File: config.mk
export PLATFORM = sky130hd
export DESIGN_NAME = mouse_cfg_ctrl_flat
export DESIGN_NICKNAME = d
export VERILOG_FILES = /design/src/rtl/mouse_cfg_ctrl_if.sv /design/src/rtl/mouse_cfg_ctrl.sv /design/src/flat_wrapper.sv
export SDC_FILE = /design/constraint.sdc
export NUM_CORES = 1
export LEC_CHECK = 0
export CORE_ASPECT_RATIO = 2
export CORE_UTILIZATION = 40
export DETAILED_ROUTE_END_ITERATION = 8
export PLACE_DENSITY = 0.75
export SLEW_MARGIN = 20
export SYNTH_ARGS = -nofsm -noshare
export SYNTH_HDL_FRONTEND = slang
export SYNTH_SLANG_ARGS = --single-unit
File: constraint.sdc
create_clock -name clk -period 2.1 [get_ports clk]
set_input_delay 0.63 -clock clk [delete_from_list [all_inputs] [get_ports clk]]
set_output_delay 0.63 -clock clk [all_outputs]
set_load 0.02 [all_outputs]
File: src/rtl/mouse_cfg_ctrl_if.sv
// Bus between the mouse configuration sequencer and its environment.
// The slave side is the sequencer itself; the master side drives its inputs.
interface mouse_cfg_ctrl_if;
  logic [11:0] xpos;
  logic        left;
  logic        right;
  logic        cfg_req;
  logic [11:0] value;
  logic        setmax_x;
  logic        setmax_y;
  logic        setx;
  logic        sety;
  logic        cfg_busy;
  logic [11:0] cursor_x;
  logic        left_click;
  logic        right_click;
  logic [11:0] marker_x;

  modport master (
    output xpos, left, right, cfg_req,
    input  value, setmax_x, setmax_y, setx, sety, cfg_busy,
    input  cursor_x, left_click, right_click, marker_x
  );

  modport slave (
    input  xpos, left, right, cfg_req,
    output value, setmax_x, setmax_y, setx, sety, cfg_busy,
    output cursor_x, left_click, right_click, marker_x
  );
endinterface

File: src/rtl/mouse_cfg_ctrl.sv
// Programs the mouse controller limits and start position, then clamps the cursor
// and turns button levels into click pulses while running.
module mouse_cfg_ctrl #(
  parameter int MAX_X = 1023,
  parameter int MAX_Y = 767,
  parameter int GAP   = 4
) (
  input  logic             clk,
  input  logic             rst,
  mouse_cfg_ctrl_if.slave  bus
);

  typedef enum logic [3:0] {
    GAP_MAXX, WR_MAXX, GAP_MAXY, WR_MAXY,
    GAP_X,    WR_X,    GAP_Y,    WR_Y,    RUN
  } state_t;

  localparam int CW = (GAP > 1) ? $clog2(GAP) : 1;
  localparam logic [11:0] VAL_MAXX = 12'(MAX_X);
  localparam logic [11:0] VAL_MAXY = 12'(MAX_Y);
  localparam logic [11:0] VAL_X    = 12'(MAX_X >> 1);
  localparam logic [11:0] VAL_Y    = 12'(MAX_Y >> 1);

  state_t          r_state;
  logic [CW-1:0]   r_gapCnt;
  logic [11:0]     r_value;
  logic            r_setMaxX, r_setMaxY, r_setX, r_setY;
  logic            r_cfgBusy;
  logic [11:0]     r_cursor;
  logic            r_leftPrev, r_rightPrev;
  logic            r_leftClick, r_rightClick;
  logic [11:0]     r_marker;

  logic w_run, w_inGap, w_gapDone, w_leftEdge, w_rightEdge;

  assign w_run       = (r_state == RUN);
  assign w_inGap     = (r_state == GAP_MAXX) || (r_state == GAP_MAXY) ||
                       (r_state == GAP_X)    || (r_state == GAP_Y);
  assign w_gapDone   = (r_gapCnt == CW'(GAP - 1));
  assign w_leftEdge  = bus.left  & ~r_leftPrev;
  assign w_rightEdge = bus.right & ~r_rightPrev;

  always_ff @(posedge clk) begin
    if (rst) begin
      r_state      <= GAP_MAXX;
      r_gapCnt     <= '0;
      r_value      <= '0;
      r_setMaxX    <= 1'b0;
      r_setMaxY    <= 1'b0;
      r_setX       <= 1'b0;
      r_setY       <= 1'b0;
      r_cfgBusy    <= 1'b0;
      r_cursor     <= '0;
      r_leftPrev   <= 1'b0;
      r_rightPrev  <= 1'b0;
      r_leftClick  <= 1'b0;
      r_rightClick <= 1'b0;
      r_marker     <= '0;
    end else begin
      r_leftPrev   <= bus.left;
      r_rightPrev  <= bus.right;
      r_cursor     <= (bus.xpos > VAL_MAXX) ? VAL_MAXX : bus.xpos;
      // Button edges only count in RUN; edges seen during a write sequence are dropped.
      r_leftClick  <= w_run & w_leftEdge;
      r_rightClick <= w_run & w_rightEdge;
      if (w_run && w_leftEdge)
        r_marker <= r_cursor;

      r_setMaxX <= 1'b0;
      r_setMaxY <= 1'b0;
      r_setX    <= 1'b0;
      r_setY    <= 1'b0;
      r_gapCnt  <= (w_inGap && !w_gapDone) ? r_gapCnt + 1'b1 : '0;
      if (w_inGap)
        r_cfgBusy <= 1'b1;

      // Value is loaded on entry to each gap so it is stable through gap and strobe.
      case (r_state)
        GAP_MAXX: begin
          r_value <= VAL_MAXX;
          if (w_gapDone) begin
            r_state   <= WR_MAXX;
            r_setMaxX <= 1'b1;
          end
        end
        WR_MAXX: begin
          r_state <= GAP_MAXY;
          r_value <= VAL_MAXY;
        end
        GAP_MAXY: begin
          r_value <= VAL_MAXY;
          if (w_gapDone) begin
            r_state   <= WR_MAXY;
            r_setMaxY <= 1'b1;
          end
        end
        WR_MAXY: begin
          r_state <= GAP_X;
          r_value <= VAL_X;
        end
        GAP_X: begin
          r_value <= VAL_X;
          if (w_gapDone) begin
            r_state <= WR_X;
            r_setX  <= 1'b1;
          end
        end
        WR_X: begin
          r_state <= GAP_Y;
          r_value <= VAL_Y;
        end
        GAP_Y: begin
          r_value <= VAL_Y;
          if (w_gapDone) begin
            r_state <= WR_Y;
            r_setY  <= 1'b1;
          end
        end
        WR_Y: begin
          r_state   <= RUN;
          r_cfgBusy <= 1'b0;
        end
        RUN: begin
          // A full reconfiguration takes priority over a right-click re-centre.
          if (bus.cfg_req) begin
            r_state   <= GAP_MAXX;
            r_value   <= VAL_MAXX;
            r_cfgBusy <= 1'b1;
          end else if (w_rightEdge) begin
            r_state   <= GAP_X;
            r_value   <= VAL_X;
            r_cfgBusy <= 1'b1;
          end
        end
        default: r_state <= GAP_MAXX;
      endcase
    end
  end

  assign bus.value       = r_value;
  assign bus.setmax_x    = r_setMaxX;
  assign bus.setmax_y    = r_setMaxY;
  assign bus.setx        = r_setX;
  assign bus.sety        = r_setY;
  assign bus.cfg_busy    = r_cfgBusy;
  assign bus.cursor_x    = r_cursor;
  assign bus.left_click  = r_leftClick;
  assign bus.right_click = r_rightClick;
  assign bus.marker_x    = r_marker;

endmodule

File: src/flat_wrapper.sv
// flat-port wrapper written by rule: the top's interface ports become plain ports
module mouse_cfg_ctrl_flat 
#(
  parameter int MAX_X = 1023,
  parameter int MAX_Y = 767,
  parameter int GAP   = 4
)
  (clk, rst, bus_xpos, bus_left, bus_right, bus_cfg_req, bus_value, bus_setmax_x, bus_setmax_y, bus_setx, bus_sety, bus_cfg_busy, bus_cursor_x, bus_left_click, bus_right_click, bus_marker_x);
  mouse_cfg_ctrl_if bus_i ();
  input  logic clk;
  input  logic rst;
  input wire logic [$bits(bus_i.xpos)-1:0] bus_xpos;
  input wire logic [$bits(bus_i.left)-1:0] bus_left;
  input wire logic [$bits(bus_i.right)-1:0] bus_right;
  input wire logic [$bits(bus_i.cfg_req)-1:0] bus_cfg_req;
  output wire logic [$bits(bus_i.value)-1:0] bus_value;
  output wire logic [$bits(bus_i.setmax_x)-1:0] bus_setmax_x;
  output wire logic [$bits(bus_i.setmax_y)-1:0] bus_setmax_y;
  output wire logic [$bits(bus_i.setx)-1:0] bus_setx;
  output wire logic [$bits(bus_i.sety)-1:0] bus_sety;
  output wire logic [$bits(bus_i.cfg_busy)-1:0] bus_cfg_busy;
  output wire logic [$bits(bus_i.cursor_x)-1:0] bus_cursor_x;
  output wire logic [$bits(bus_i.left_click)-1:0] bus_left_click;
  output wire logic [$bits(bus_i.right_click)-1:0] bus_right_click;
  output wire logic [$bits(bus_i.marker_x)-1:0] bus_marker_x;
  assign bus_i.xpos = bus_xpos;
  assign bus_i.left = bus_left;
  assign bus_i.right = bus_right;
  assign bus_i.cfg_req = bus_cfg_req;
  assign bus_value = bus_i.value;
  assign bus_setmax_x = bus_i.setmax_x;
  assign bus_setmax_y = bus_i.setmax_y;
  assign bus_setx = bus_i.setx;
  assign bus_sety = bus_i.sety;
  assign bus_cfg_busy = bus_i.cfg_busy;
  assign bus_cursor_x = bus_i.cursor_x;
  assign bus_left_click = bus_i.left_click;
  assign bus_right_click = bus_i.right_click;
  assign bus_marker_x = bus_i.marker_x;
  mouse_cfg_ctrl #(.MAX_X(MAX_X), .MAX_Y(MAX_Y), .GAP(GAP)) u_core (.clk(clk), .rst(rst), .bus(bus_i));
endmodule
==> results.sh, run 1 <==
export IMPL_status="complete, no violations"
export IMPL_worstSkewPairLatency_ns=0.28
export IMPL_drive_above_1_share=0.0676
export IMPL_mostFrequentLayoutCell="clkdlybuf4s50_1"
export IMPL_cts_sinks=43
export IMPL_power_switching_uw=398
export IMPL_drv_cap=0
export IMPL_grt_max_degree=37
export IMPL_clkSlewWorstSetupHoldPaths_ns=0.07
export IMPL_die_h_um=92.0
export IMPL_ys_warn_count=0
export IMPL_cts_buffers=5
export IMPL_skew_ns=0.00156
export IMPL_setup_viol=0
export IMPL_clkPwrFrac=0.333
export IMPL_htreeDepth=2
export IMPL_grt_pass1_wl_mm=5.56
export IMPL_worst_pin_slew_ns=0.566
export IMPL_vdd_drop_max_mv=0.759
export IMPL_port_buffer_count=57
export IMPL_cts_tree="built"
export IMPL_max_stage_delay_ns=0.64
export IMPL_diodes=0
export IMPL_drtPass1Iterations=4
export IMPL_synth_top_area_share=0.531
export IMPL_groute_usage_overall=0.177
export IMPL_regToRegSetupSlack_ns=0.46
export IMPL_cp_arrival_ns=1.36
export IMPL_critical_path_slowest_cell="clkdlybuf4s50_1"
export IMPL_slew_violations=0
export IMPL_area_growth_pct=41.4
export IMPL_grt_pass1_vias=1311
export IMPL_p_total_mw=1.67
export IMPL_synthFlopType="dfxtp_1"
export IMPL_cp_data_required_time_ns=1.47
export IMPL_critPathMaxFanout=8
export IMPL_cp_cell_sequence="clkdlybuf4s50_1"
export IMPL_drc=0
export IMPL_postRouteAntennaNets=0
export IMPL_synth_area_leaders="dfxtp_1 53%, nor2_1 8.8%, mux2i_1 7.4%"
export IMPL_holdWs_ns=0.432
export IMPL_synth_seq_cells=43
export IMPL_ctsResizeCount=0
export IMPL_synth_largest_area_cell="dfxtp_1"
export IMPL_critPathKind="flip-flop to output pin"
export IMPL_grt_overflow=0
export IMPL_p_leak_nw=1.02
export IMPL_pwr_share_seq=0.530
export IMPL_clockBufferDepth=2
export IMPL_wl_per_cell_um=12.0
export IMPL_dp_final_hpwl_mm=2.38
export IMPL_num_vias=1327
export IMPL_rsz0062_at_grt="false"
export IMPL_synth_cell_area_um2=1620
export IMPL_switching_share=0.239
export IMPL_ys_types=37
export IMPL_cts_root_buf="clkbuf_8"
export IMPL_path_buf_inv=1
export IMPL_pin_count=60
export IMPL_placementRows=32
export IMPL_finalWirelength_mm=3.27
export IMPL_start_util=0.418
export IMPL_crit_family="buffers and inverters"
export IMPL_antenna_found_initial=0
export IMPL_layout_common_cells="56 x clkdlybuf4s50_1, 43 x dfxtp_1, 38 x nor2_1"
export IMPL_place_gp_congestion=0.781
export IMPL_cell_internal_pwr_mw=1.27
export IMPL_fillers=349
export IMPL_combPwrFrac=0.137
export IMPL_finalSetupTns_ns=0
export IMPL_period_needed_ns=1.99
export IMPL_cp_end_kind="output pin"
export IMPL_postSynthAreaPerCell_um2=9.60
export IMPL_yosysSeqAreaShare=0.531
export IMPL_postSynth_asyncResetShare=0
export IMPL_synth_edf_count=0
export IMPL_dieArea_um2=4330
export IMPL_holdBufCountCts=0
export IMPL_vias_per_cell=4.86
export IMPL_initialDrtViolationCount=20
export IMPL_fin_crit_sh=0.949
export IMPL_fmax_mhz=502
export IMPL_min_path_type="flip-flop to flip-flop"
export IMPL_synth_cells=169
export IMPL_crit_path_start_kind="flip-flop"
export IMPL_power_density_nw_per_um2=727
export IMPL_die_x_um=47.0
export IMPL_cts_setup_buffers=0
export IMPL_slew_headroom=0.622
export IMPL_nNetsFinal=239
export IMPL_coreArea_um2=3880
export IMPL_hold_viol_final=0
## registers in the layout (all words and copies together), names as in the netlist
| signal | cells |
|---|---|
| u_core.bus.cfg_busy | 1 |
| u_core.bus.cursor_x | 12 |
| u_core.bus.left_click | 1 |
| u_core.bus.marker_x | 12 |
| u_core.bus.right_click | 1 |
| u_core.bus.setmax_x | 1 |
| u_core.bus.setmax_y | 1 |
| u_core.bus.setx | 1 |
| u_core.bus.sety | 1 |
| u_core.bus.value | 4 |
| u_core.r_gapCnt | 2 |
| u_core.r_leftPrev | 1 |
| u_core.r_rightPrev | 1 |
| u_core.r_state | 4 |
## area by class of cell
class                   count  area, µm²  share of cell area
inverters                   3       11.3             0.00491
flip-flops and latches     43        861               0.376
multi-input cells         108        648               0.283
well taps                  51       63.8              0.0278
repair buffers             60        608               0.265
clock buffers               8        100              0.0437
## worst paths after layout
check	startpoint	endpoint	cells after the start
worst max-delay path	u_core.bus.value[6]	bus_value[1]	1
worst min-delay path	u_core.r_gapCnt[0]	u_core.r_gapCnt[0]	1
worst max register to register	u_core.r_state[1]	u_core.bus.value[9]	4
worst min register to register	u_core.r_gapCnt[0]	u_core.r_gapCnt[0]	1
## per-stage QoR
stage           util  area [µm²]  cells  setup slack, ns
4_1_cts        0.590        2290    273           0.0626
3_5_place_dp   0.564        2190    265           0.0241
2_1_floorplan      -        1630    172            0.546
3_3_place_gp   0.564        2190    265           0.0648
6_report       0.590        2290    273            0.107
5_1_grt        0.590        2290    273          0.00476
## synthesized netlist by cell type, types with 3 or more instances
| master | count |
|---|---|
| mux2i_1 | 12 |
| nor2b_1 | 5 |
| clkbuf_1 | 4 |
| o21ai_0 | 4 |
| a31oi_1 | 4 |
| nand2_1 | 4 |
| nor2_1 | 38 |
| nand2b_1 | 3 |
| nor3b_1 | 3 |
| inv_1 | 3 |
| buf_4 | 9 |
| nor3_1 | 5 |
| a21o_1 | 3 |
| buf_2 | 3 |
| a21oi_1 | 5 |
| dfxtp_1 | 43 |
## kinds of logic after synthesis
| kind of cell | count (synthesis) | synth area share |
|---|---|---|
| compound gates | 22 | 0.0887 |
| xor+xnor | 1 | 0.00540 |
| fa+ha+maj | 1 | 0.00771 |
| buf+inv | 21 | 0.0764 |
| flops | 43 | 0.531 |
| mux | 12 | 0.0741 |
| other cells | 1 | 0.00231 |
| simple gates | 68 | 0.215 |
## layer usage
metal | up-vias | global-route usage | wire [µm]
met4 | 0 | 0.0952 | 85
met2 | 58 | 0.297 | 1760
met5 | - | 0 | 0
li1 | 647 | - | -
met1 | 615 | 0.172 | 1160
met3 | 7 | 0.0709 | 262
## power groups by stage
stage               clock (mW)  sequential [mW]  combinational, mW
floorplan                    0            0.917              0.114
global placement             0            0.901              0.227
detailed placement           0            0.902              0.230
CTS                      0.574            0.883              0.231
global route             0.620            0.888              0.251
finish                   0.555            0.883              0.228
Power figures use the tool's default switching activity.
==> inputs of run 2 (changes only) <==
--- a/config.mk
+++ b/config.mk
@@ -5,6 +5,8 @@
 export SDC_FILE = /design/constraint.sdc
 export NUM_CORES = 1
 export LEC_CHECK = 0
+export ABC_AREA = 1
+export CAP_MARGIN = 10
 export CORE_ASPECT_RATIO = 2
 export CORE_UTILIZATION = 40
 export DETAILED_ROUTE_END_ITERATION = 8
==> run 2 against run 1 <==
  * Combinational power fell by 10%
  * Count of clock-buffer cells in the layout fell by 2
  * Cell area rose by 3.9%
  * Sequential share of layout area fell by 1.4 points
  * Maximum frequency fell by 0.49%
  * Sequential cell count did not move
  * Via count rose by 6.6%
  * Register-to-register slack improved by 0.05 ns
  * Die area rose by 1.9%
  * Critical path type unchanged
  * Largest power group unchanged
==> results.sh, run 2 <==
export IMPL_routed_top_layer="met4"
export IMPL_max_stage_delay_ns=0.64
export IMPL_die_h_um=92.9
export IMPL_cp_end_kind="output pin"
export IMPL_coreArea_um2=3920
export IMPL_initialDrtViolationCount=18
export IMPL_crit_path_start_kind="flip-flop"
export IMPL_synth_most_common_cell="dfxtp_1"
export IMPL_die_x_um=47.5
export IMPL_cts_buffers=5
export IMPL_synth_area_leaders="dfxtp_1 52%, nand3_2 6.1%, inv_1 5.7%"
export IMPL_synth_largest_area_cell="dfxtp_1"
export IMPL_fmax_mhz=499
export IMPL_dp_final_hpwl_mm=2.63
export IMPL_postRouteAntennaNets=0
export IMPL_htreeDepth=2
export IMPL_cp_cell_sequence="clkdlybuf4s50_1"
export IMPL_synth_cell_area_um2=1650
export IMPL_dieArea_um2=4410
export IMPL_finalSetupTns_ns=0
export IMPL_synth_cells=194
export IMPL_period_needed_ns=2.00
export IMPL_antenna_found_initial=0
export IMPL_placementRows=32
export IMPL_synth_seq_cells=43
export IMPL_cts_sinks=43
export IMPL_power_density_nw_per_um2=725
export IMPL_drtPass1Iterations=4
export IMPL_postSynthAreaPerCell_um2=8.53
export IMPL_ys_types=21
export IMPL_rsz0062_at_grt="true"
export IMPL_cp_data_required_time_ns=1.47
export IMPL_drv_cap=0
export IMPL_drive_above_1_share=0.163
export IMPL_finalWirelength_mm=3.49
export IMPL_synthTopCellsByCount="43 x dfxtp_1, 25 x inv_1, 24 x nor2_1, 23 x nand2_1, 14 x a21oi_1"
export IMPL_crit_family="buffers and inverters"
export IMPL_worstSkewPairLatency_ns=0.29
export IMPL_grt_overflow=0
export IMPL_m1WireLength_mm=1.23
export IMPL_clockBufferDepth=2
export IMPL_setup_viol=0
export IMPL_path_buf_inv=1
export IMPL_critPathMaxFanout=8
export IMPL_synth_edf_count=0
export IMPL_cts_tree="built"
export IMPL_wl_per_cell_um=11.5
export IMPL_synthFlopType="dfxtp_1"
export IMPL_postSynth_asyncResetShare=0
export IMPL_cts_root_buf="clkbuf_8"
export IMPL_grt_max_degree=34
export IMPL_fin_crit_sh=0.954
export IMPL_layout_common_cells="54 x clkdlybuf4s50_1, 43 x dfxtp_1, 25 x inv_1"
export IMPL_vias_per_cell=4.68
export IMPL_met3WireLength_um=171
export IMPL_drc=0
export IMPL_min_path_type="flip-flop to flip-flop"
export IMPL_cp_arrival_ns=1.37
export IMPL_start_util=0.422
export IMPL_holdBufCountCts=0
export IMPL_mostFrequentLayoutCell="clkdlybuf4s50_1"
export IMPL_wl_met2_mm=2.01
export IMPL_grt_pass1_vias=1327
export IMPL_p_leak_nw=0.991
export IMPL_grt_pass1_wl_mm=5.91
export IMPL_skew_ns=0.00763
export IMPL_place_gp_congestion=0.923
export IMPL_nNetsFinal=268
export IMPL_hold_viol_final=0
export IMPL_ys_warn_count=0
export IMPL_yosysSeqAreaShare=0.520
export IMPL_postLayoutCoreUtil=0.607
export IMPL_groute_usage_overall=0.186
export IMPL_vdd_drop_max_mv=0.698
export IMPL_slew_violations=0
export IMPL_area_growth_pct=43.9
export IMPL_port_buffer_count=57
export IMPL_status="complete, no violations"
export IMPL_synth_top_area_share=0.520
export IMPL_num_vias=1414
export IMPL_critPathKind="flip-flop to output pin"
export IMPL_diodes=0
export IMPL_critical_path_slowest_cell="clkdlybuf4s50_1"
export IMPL_pin_count=60
export IMPL_clkSlewWorstSetupHoldPaths_ns=0.08
==> run 2: cell count changes in the layout (fill, tap and decap cells not counted), moves of 4 or more <==
cell / previous run / this run
nor3_1: 5 / 1
nand3_1: 0 / 13
a21oi_1: 5 / 14
mux2i_1: 12 / 0
nor2_1: 38 / 24
inv_1: 3 / 25
nor2b_1: 5 / 0
nand2_1: 4 / 23
a31oi_1: 4 / 0
nand2_2: 0 / 4
inv_2: 0 / 4
a21oi_2: 0 / 10
nand3_2: 0 / 10
==> run 2: path summary, 6_finish.rpt <==
check,from,endpoint,slack [ns],cells past startpoint
worst max-delay path,u_core.bus.value[6],bus_value[3],0.1,1
worst min-delay path,u_core.r_gapCnt[0],u_core.r_gapCnt[0],0.42,1
worst max register to register,u_core.r_state[3],u_core.bus.marker_x[0],0.51,5
worst min register to register,u_core.r_gapCnt[0],u_core.r_gapCnt[0],0.42,1
==> run 2: power breakdown <==
part	leakage (nW)	internal (mW)	switching, mW
logic	0.576	0.100	0.105
registers	0.354	0.847	0.0212
clock network	0.0612	0.385	0.269
total	0.991	1.33	0.395
==> run 2: repair_timing <==
| action | 4_1_cts | 5_1_grt |
|---|---|---|
| gates resized for setup | 0 | 3 |
| buffers inserted | 0 | 0 |
| endpoints found under the hold margin | 0 | 0 |
| endpoints found under the setup margin | 0 | 4 |
==> run 2: final cells by class <==
cell class	instances	area [µm²]
tap	51	63.8
inverter	29	109
sequential	43	861
fill	367	1540
clock inverter	2	35.0
timing repair buffer	61	633
multi-input combinational	110	597
clock buffer	6	82.6
==> run 2: metrics by stage <==
stage	setup slack (ns)	instances	instance area [µm²]	hold slack (ns)	power, mW
after floorplan	0.686	197	1670	0.398	0.994
after detailed placement	0.231	294	2260	0.416	1.09
after global placement	0.286	294	2260	0.407	1.09
after CTS	0.0575	302	2370	0.428	1.74
after global routing	-0.0000385	302	2380	0.441	1.81
final	0.0973	302	2380	0.424	1.73
==> run 2: cell families after synthesis <==
kind of cell,count (synthesis),share of synthesized area
and+or+nand+nor,79,0.243
buffers and inverters,44,0.126
DFF,43,0.520
AOI/OAI and AO/OA,26,0.101
adders and majority gates,1,0.00756
other,1,0.00227
==> run 2: per-layer routing <==
layer / vias to the layer above / track usage
li1: 709 / -
met1: 641 / 0.192
met2: 58 / 0.321
met3: 6 / 0.0487
met4: 0 / 0.0905
met5: - / 0
==> inputs of run 3 (changes only) <==
--- a/config.mk
+++ b/config.mk
@@ -6,11 +6,13 @@
 export NUM_CORES = 1
 export LEC_CHECK = 0
 export ABC_AREA = 1
+export ABC_CLOCK_PERIOD_IN_PS = 2100
 export CAP_MARGIN = 10
 export CORE_ASPECT_RATIO = 2
 export CORE_UTILIZATION = 40
 export DETAILED_ROUTE_END_ITERATION = 8
 export PLACE_DENSITY = 0.75
+export SKIP_CTS_REPAIR_TIMING = 1
 export SLEW_MARGIN = 20
 export SYNTH_ARGS = -nofsm -noshare
 export SYNTH_HDL_FRONTEND = slang
==> results of run 3 <==
The final DEF is identical to that of run 2; final timing and power are the same.
